==> src/rtl/pipelined_age_permuter.sv <==
// Pipelined tournament butterfly that steers the oldest valid flit to lane 0
// (or lane NUM_PORTS-1 when sort_dir=1), one register stage per butterfly level.
module pipelined_age_permuter #(
  parameter int unsigned NUM_PORTS    = 4,
  parameter int unsigned WIDTH        = 32,
  parameter int unsigned TIME_LSB     = 0,
  parameter int unsigned TIME_W       = 8,
  parameter int unsigned AGE_ON_STALL = 1
) (
  input  logic                       clk,
  input  logic                       reset,
  input  logic                       stall,
  input  logic                       sort_dir,
  input  logic [NUM_PORTS*WIDTH-1:0] din,
  input  logic [NUM_PORTS-1:0]       din_valid,
  output logic [NUM_PORTS*WIDTH-1:0] dout,
  output logic [NUM_PORTS-1:0]       dout_valid,
  output logic                       busy
);

  localparam int unsigned STAGES = (NUM_PORTS > 1) ? $clog2(NUM_PORTS) : 1;

  function automatic logic beats(input logic va, input logic [TIME_W-1:0] aa,
                                 input logic vb, input logic [TIME_W-1:0] ab);
    return va && (!vb || (aa > ab));
  endfunction

  function automatic logic [WIDTH-1:0] aged(input logic [WIDTH-1:0] f);
    logic [WIDTH-1:0]  r;
    logic [TIME_W-1:0] a;
    r = f;
    a = f[TIME_LSB +: TIME_W];
    if (a != {TIME_W{1'b1}}) r[TIME_LSB +: TIME_W] = a + 1'b1;
    return r;
  endfunction

  for (genvar s = 0; s < STAGES; s++) begin : g_stage
    logic [WIDTH-1:0]     src_flit [NUM_PORTS];
    logic [NUM_PORTS-1:0] src_valid;
    logic                 src_dir;
    logic [WIDTH-1:0]     sw_flit  [NUM_PORTS];
    logic [NUM_PORTS-1:0] sw_valid;
    logic [WIDTH-1:0]     flit_q   [NUM_PORTS];
    logic [NUM_PORTS-1:0] valid_q;
    logic                 dir_q;
    logic                 busy_chain;

    if (s == 0) begin : g_src
      always_comb begin
        for (int k = 0; k < NUM_PORTS; k++) src_flit[k] = din[k*WIDTH +: WIDTH];
        src_valid = din_valid;
        src_dir   = sort_dir;
      end
      assign busy_chain = |valid_q;
    end else begin : g_src
      always_comb begin
        for (int k = 0; k < NUM_PORTS; k++) src_flit[k] = g_stage[s-1].flit_q[k];
        src_valid = g_stage[s-1].valid_q;
        src_dir   = g_stage[s-1].dir_q;
      end
      assign busy_chain = (|valid_q) | g_stage[s-1].busy_chain;
    end

    // 2x2 swap cells: lane i (bit s clear) against lane i + 2^s; ties never swap.
    always_comb begin
      for (int k = 0; k < NUM_PORTS; k++) sw_flit[k] = src_flit[k];
      sw_valid = src_valid;
      for (int i = 0; i < NUM_PORTS; i++) begin
        if (((i >> s) & 1) == 0) begin
          int  j;
          logic swap;
          j = i + (1 << s);
          if (src_dir) begin
            swap = beats(src_valid[i], src_flit[i][TIME_LSB +: TIME_W],
                         src_valid[j], src_flit[j][TIME_LSB +: TIME_W]);
          end else begin
            swap = beats(src_valid[j], src_flit[j][TIME_LSB +: TIME_W],
                         src_valid[i], src_flit[i][TIME_LSB +: TIME_W]);
          end
          if (swap) begin
            sw_flit[i]  = src_flit[j];
            sw_flit[j]  = src_flit[i];
            sw_valid[i] = src_valid[j];
            sw_valid[j] = src_valid[i];
          end
        end
      end
    end

    // The output register is never aged so dout stays stable while stalled.
    always_ff @(posedge clk or negedge reset) begin
      if (!reset) begin
        for (int k = 0; k < NUM_PORTS; k++) flit_q[k] <= '0;
        valid_q <= '0;
        dir_q   <= 1'b0;
      end else if (!stall) begin
        for (int k = 0; k < NUM_PORTS; k++) flit_q[k] <= sw_flit[k];
        valid_q <= sw_valid;
        dir_q   <= src_dir;
      end else if ((AGE_ON_STALL != 0) && (s != STAGES - 1)) begin
        for (int k = 0; k < NUM_PORTS; k++) begin
          if (valid_q[k]) flit_q[k] <= aged(flit_q[k]);
        end
      end
    end
  end

  always_comb begin
    for (int k = 0; k < NUM_PORTS; k++) dout[k*WIDTH +: WIDTH] = g_stage[STAGES-1].flit_q[k];
    dout_valid = g_stage[STAGES-1].valid_q;
    busy       = g_stage[STAGES-1].busy_chain;
  end

endmodule

==> config.mk <==
export PLATFORM = sky130hd
export DESIGN_NAME = pipelined_age_permuter
export DESIGN_NICKNAME = d
export VERILOG_FILES = /design/src/rtl/pipelined_age_permuter.sv
export SDC_FILE = /design/constraint.sdc
export NUM_CORES = 1
export LEC_CHECK = 0
export BUFFER_PORTS_ARGS = -buffer_cell sky130_fd_sc_hd__buf_2
export CORE_ASPECT_RATIO = 0.75
export CORE_MARGIN = 10
export CORE_UTILIZATION = 56
export CTS_CLUSTER_SIZE = 28
export DETAILED_ROUTE_END_ITERATION = 12
export PLACE_DENSITY_LB_ADDON = 0.25
export SETUP_SLACK_MARGIN = 0.15
export SYNTH_ARGS = -nofsm -noshare
export SYNTH_HDL_FRONTEND = slang
export SYNTH_SLANG_ARGS = --single-unit
==> constraint.sdc <==
create_clock -name clk -period 2.62 [get_ports clk]
set_input_delay 0.131 -clock clk [delete_from_list [all_inputs] [get_ports clk]]
set_output_delay 0.131 -clock clk [all_outputs]
set_load 0.02 [all_outputs]
==> impl_metrics.toml <==
[outcome]
status = "complete, no violations"

[synthesis]
synth_area_um2 = 14300
synth_cells = 1535
synth_top_cell_area_share = 0.463
async_reset_ff_frac = 1.00
synth_nets = 1707
synth_edf_count = 0
ys.flop_type = "dfrtp_1"
syn_area_per_cell_um2 = 9.33
yosys_warnings = 0
seq_area_frac_synth = 0.463
synth_cell_types = 53
synth_area_leaders = "dfrtp_1 46%, mux2i_1 9.4%, o21ai_0 6.3%"
yosys.area.top_type = "dfrtp_1"
ys_ff_latch = 265

[layout]
fillers = 1616
nets = 2157
register_area_um2 = 6640
finalNonFillerCells = 2348
area_growth_pct = 36.3
multiInputGateArea_um2 = 7080
drive_gt1_frac = 0.224
layout_commonest_cell = "buf_2"
mostFrequentLayoutCells = "265 x buf_2, 262 x dfrtp_1, 177 x dlygate4sd3_1"
final_cell_area_um2 = 19500

[global_route]
globalRouteOverflowTotal = 0
antenna_found_initial = 2
grt_max_degree = 147
grt_pass1_wl_um = 80800
track_usage = 0.318
grt_pass1_vias = 13700

[timing]
slew_violations = 0
finalSetupTns_ps = 0
setup_ws_ps = 114
fin_skew_ps = 18.8
fin_crit_sh = 0.957
slew_headroom = 0.501
grt_setup_unrepaired = "true"
max_freq_mhz = 399
final-setup-viol-count = 0
tightest_slew_ps = 746
period_needed_ps = 2510
hold_viol = 0

[run]
drv_cap = 0

[power_and_ir_drop]
powerDensity_nw_per_um2 = 749
power.total_mw = 14.6
vdd.ir_drop.worst_mv = 0.566
p_leak_nw = 9.00

[routing]
met2WireLength_um = 22800
ant_nets = 0
drt-initial-drc-count = 2465
route.vias.total = 14600
wl_per_cell_um = 23.6
dr.pass1.iters = 7
drc_errors = 0
routed.top_layer = "met4"
drt-met1-wl_um = 23000
route.met3.wl_um = 7780
vias_per_cell = 6.22
detail_route.wirelength_um = 55400

[floorplanning]
fp.coreArea_um2 = 25100
die_w_um = 205
placementRows = 50
ios = 269
die-area_um2 = 32400
initial_core_util = 0.571
die_y_um = 159

[setup_path]
crit_path_end_kind = "register"
cp-startpoint = "din[65]"
r2r_start = "g_stage[0].flit_q[103]"
critical_path_arrival_ps = 2910
criticalPathCategory = "primary input to register"
start_kind = "primary input"
crit_fanout = 6
worst_ep_required_time_ps = 3020

[place]
dp.cells = 2089
placed_area_um2 = 16400
dp_hpwl_um = 34600
pre_cts_slack_ps = 73.9
port_buffers = 268
place.gp.congestion = 0.963

[cts]
tritoncts = "yes"
cts_buffers = 27
cts.path.max_buffers = 3
cts_root_buf = "clkbuf_16"
htree_levels = 1
numClockSinks = 265
clk-insertion-delay-late_ps = 550
cts.clk_slew.worst_paths_ps = 70

[worst_hold_path]
worstHoldStart = "din[69]"
holdCritPathClass = "primary input to register"
==> where the power goes <==
| part | switching (mW) | total, mW | internal, mW |
|---|---|---|---|
| registers | 0.771 | 5.64 | 4.87 |
| logic | 2.92 | 5.04 | 2.12 |
| clock network | 1.71 | 3.93 | 2.23 |
==> cells by family (layout without fill, tap and decap cells) <==
kind of cell | Yosys count | in the layout | share of synthesized area
AOI/OAI and AO/OA | 574 | 575 | 0.223
xor gates and xnor gates | 23 | 23 | 0.0141
adders and majority gates | 38 | 38 | 0.0328
buffers and inverters | 168 | 638 | 0.0563
DFF | 265 | 265 | 0.463
muxes | 137 | 137 | 0.0959
other | 0 | 4 | 0
and+or+nand+nor | 330 | 330 | 0.115
==> routing by layer <==
| layer | vias to the layer above | track usage |
|---|---|---|
| met5 | - | 0 |
| met2 | 1098 | 0.437 |
| met3 | 178 | 0.0981 |
| met4 | 0 | 0.0907 |
| li1 | 6422 | - |
| met1 | 6918 | 0.468 |
==> critical path, cell delays in order <==
cell and delay [ps]:
buf_2 90, inv_1 40, ha_1 290, nor2b_1 140
o211ai_1 240, a21oi_1 200, o311ai_4 660, buf_4 260
mux2i_1 170, dlygate4sd3_1 590, o21ai_1 80
==> worst paths after layout <==
check                      slack [ps]              endpoint  depth (start not counted)
setup / recovery                  110  g_stage[0].flit_q[6]                         11
hold / removal                      7  g_stage[0].flit_q[5]                          3
setup reg to reg                  170               dout[5]                         11
hold reg to reg                   480              dout[29]                          2
max in group asynchronous        1610               dout[3]                          3
min in group asynchronous         160              dout[35]                          2
==> state kept, by name, indices dropped and copies added, names as in the netlist <==
name / flops
g_stage.flit_q: 128
dout_valid: 4
g_stage.valid_q: 4
g_stage.dir_q: 1
dout: 128
==> Yosys cell counts, types with 4 or more instances <==
cell      number
o21ai_1       83
ha_1          36
buf_8         10
nand3_1       13
xnor2_1       13
clkbuf_1      89
inv_1         39
o21a_1         6
nand4_1       13
dfrtp_1      265
nor2_1        17
a21oi_1      133
o31ai_1        9
a22oi_1       14
nand2_1      146
mux2i_1      135
nor3_1         6
clkbuf_2       4
a31oi_1      130
xor2_1        10
buf_6          4
o21ai_0      179
buf_2         19
nor2b_1      116
==> cell type report <==
class,instances,area share
Sequential cell,265,0.340
Timing Repair Buffer,549,0.223
Clock buffer,42,0.0416
Multi-Input combinational cell,1103,0.363
Antenna cell,4,0.000513
Clock inverter,8,0.00365
Inverter,39,0.00750
Tap cell,338,0.0217
==> what timing repair did <==
item	CTS	global route
endpoints found under the hold margin	199	2
gates resized for setup	9	32
cloned	2	5
buffers inserted	4	17
setup endpoints to repair	39	142
hold buffers	182	2
pin swaps	2	9
==> through the flow <==
stage	utilization	hold slack [ps]
after floorplan	-	-165
after global placement	0.652	195
after detailed placement	0.652	192
after CTS	0.765	7.28
after global routing	0.778	33.1
final	0.778	6.90
Note: power is estimated with default switching activity, not from simulation.
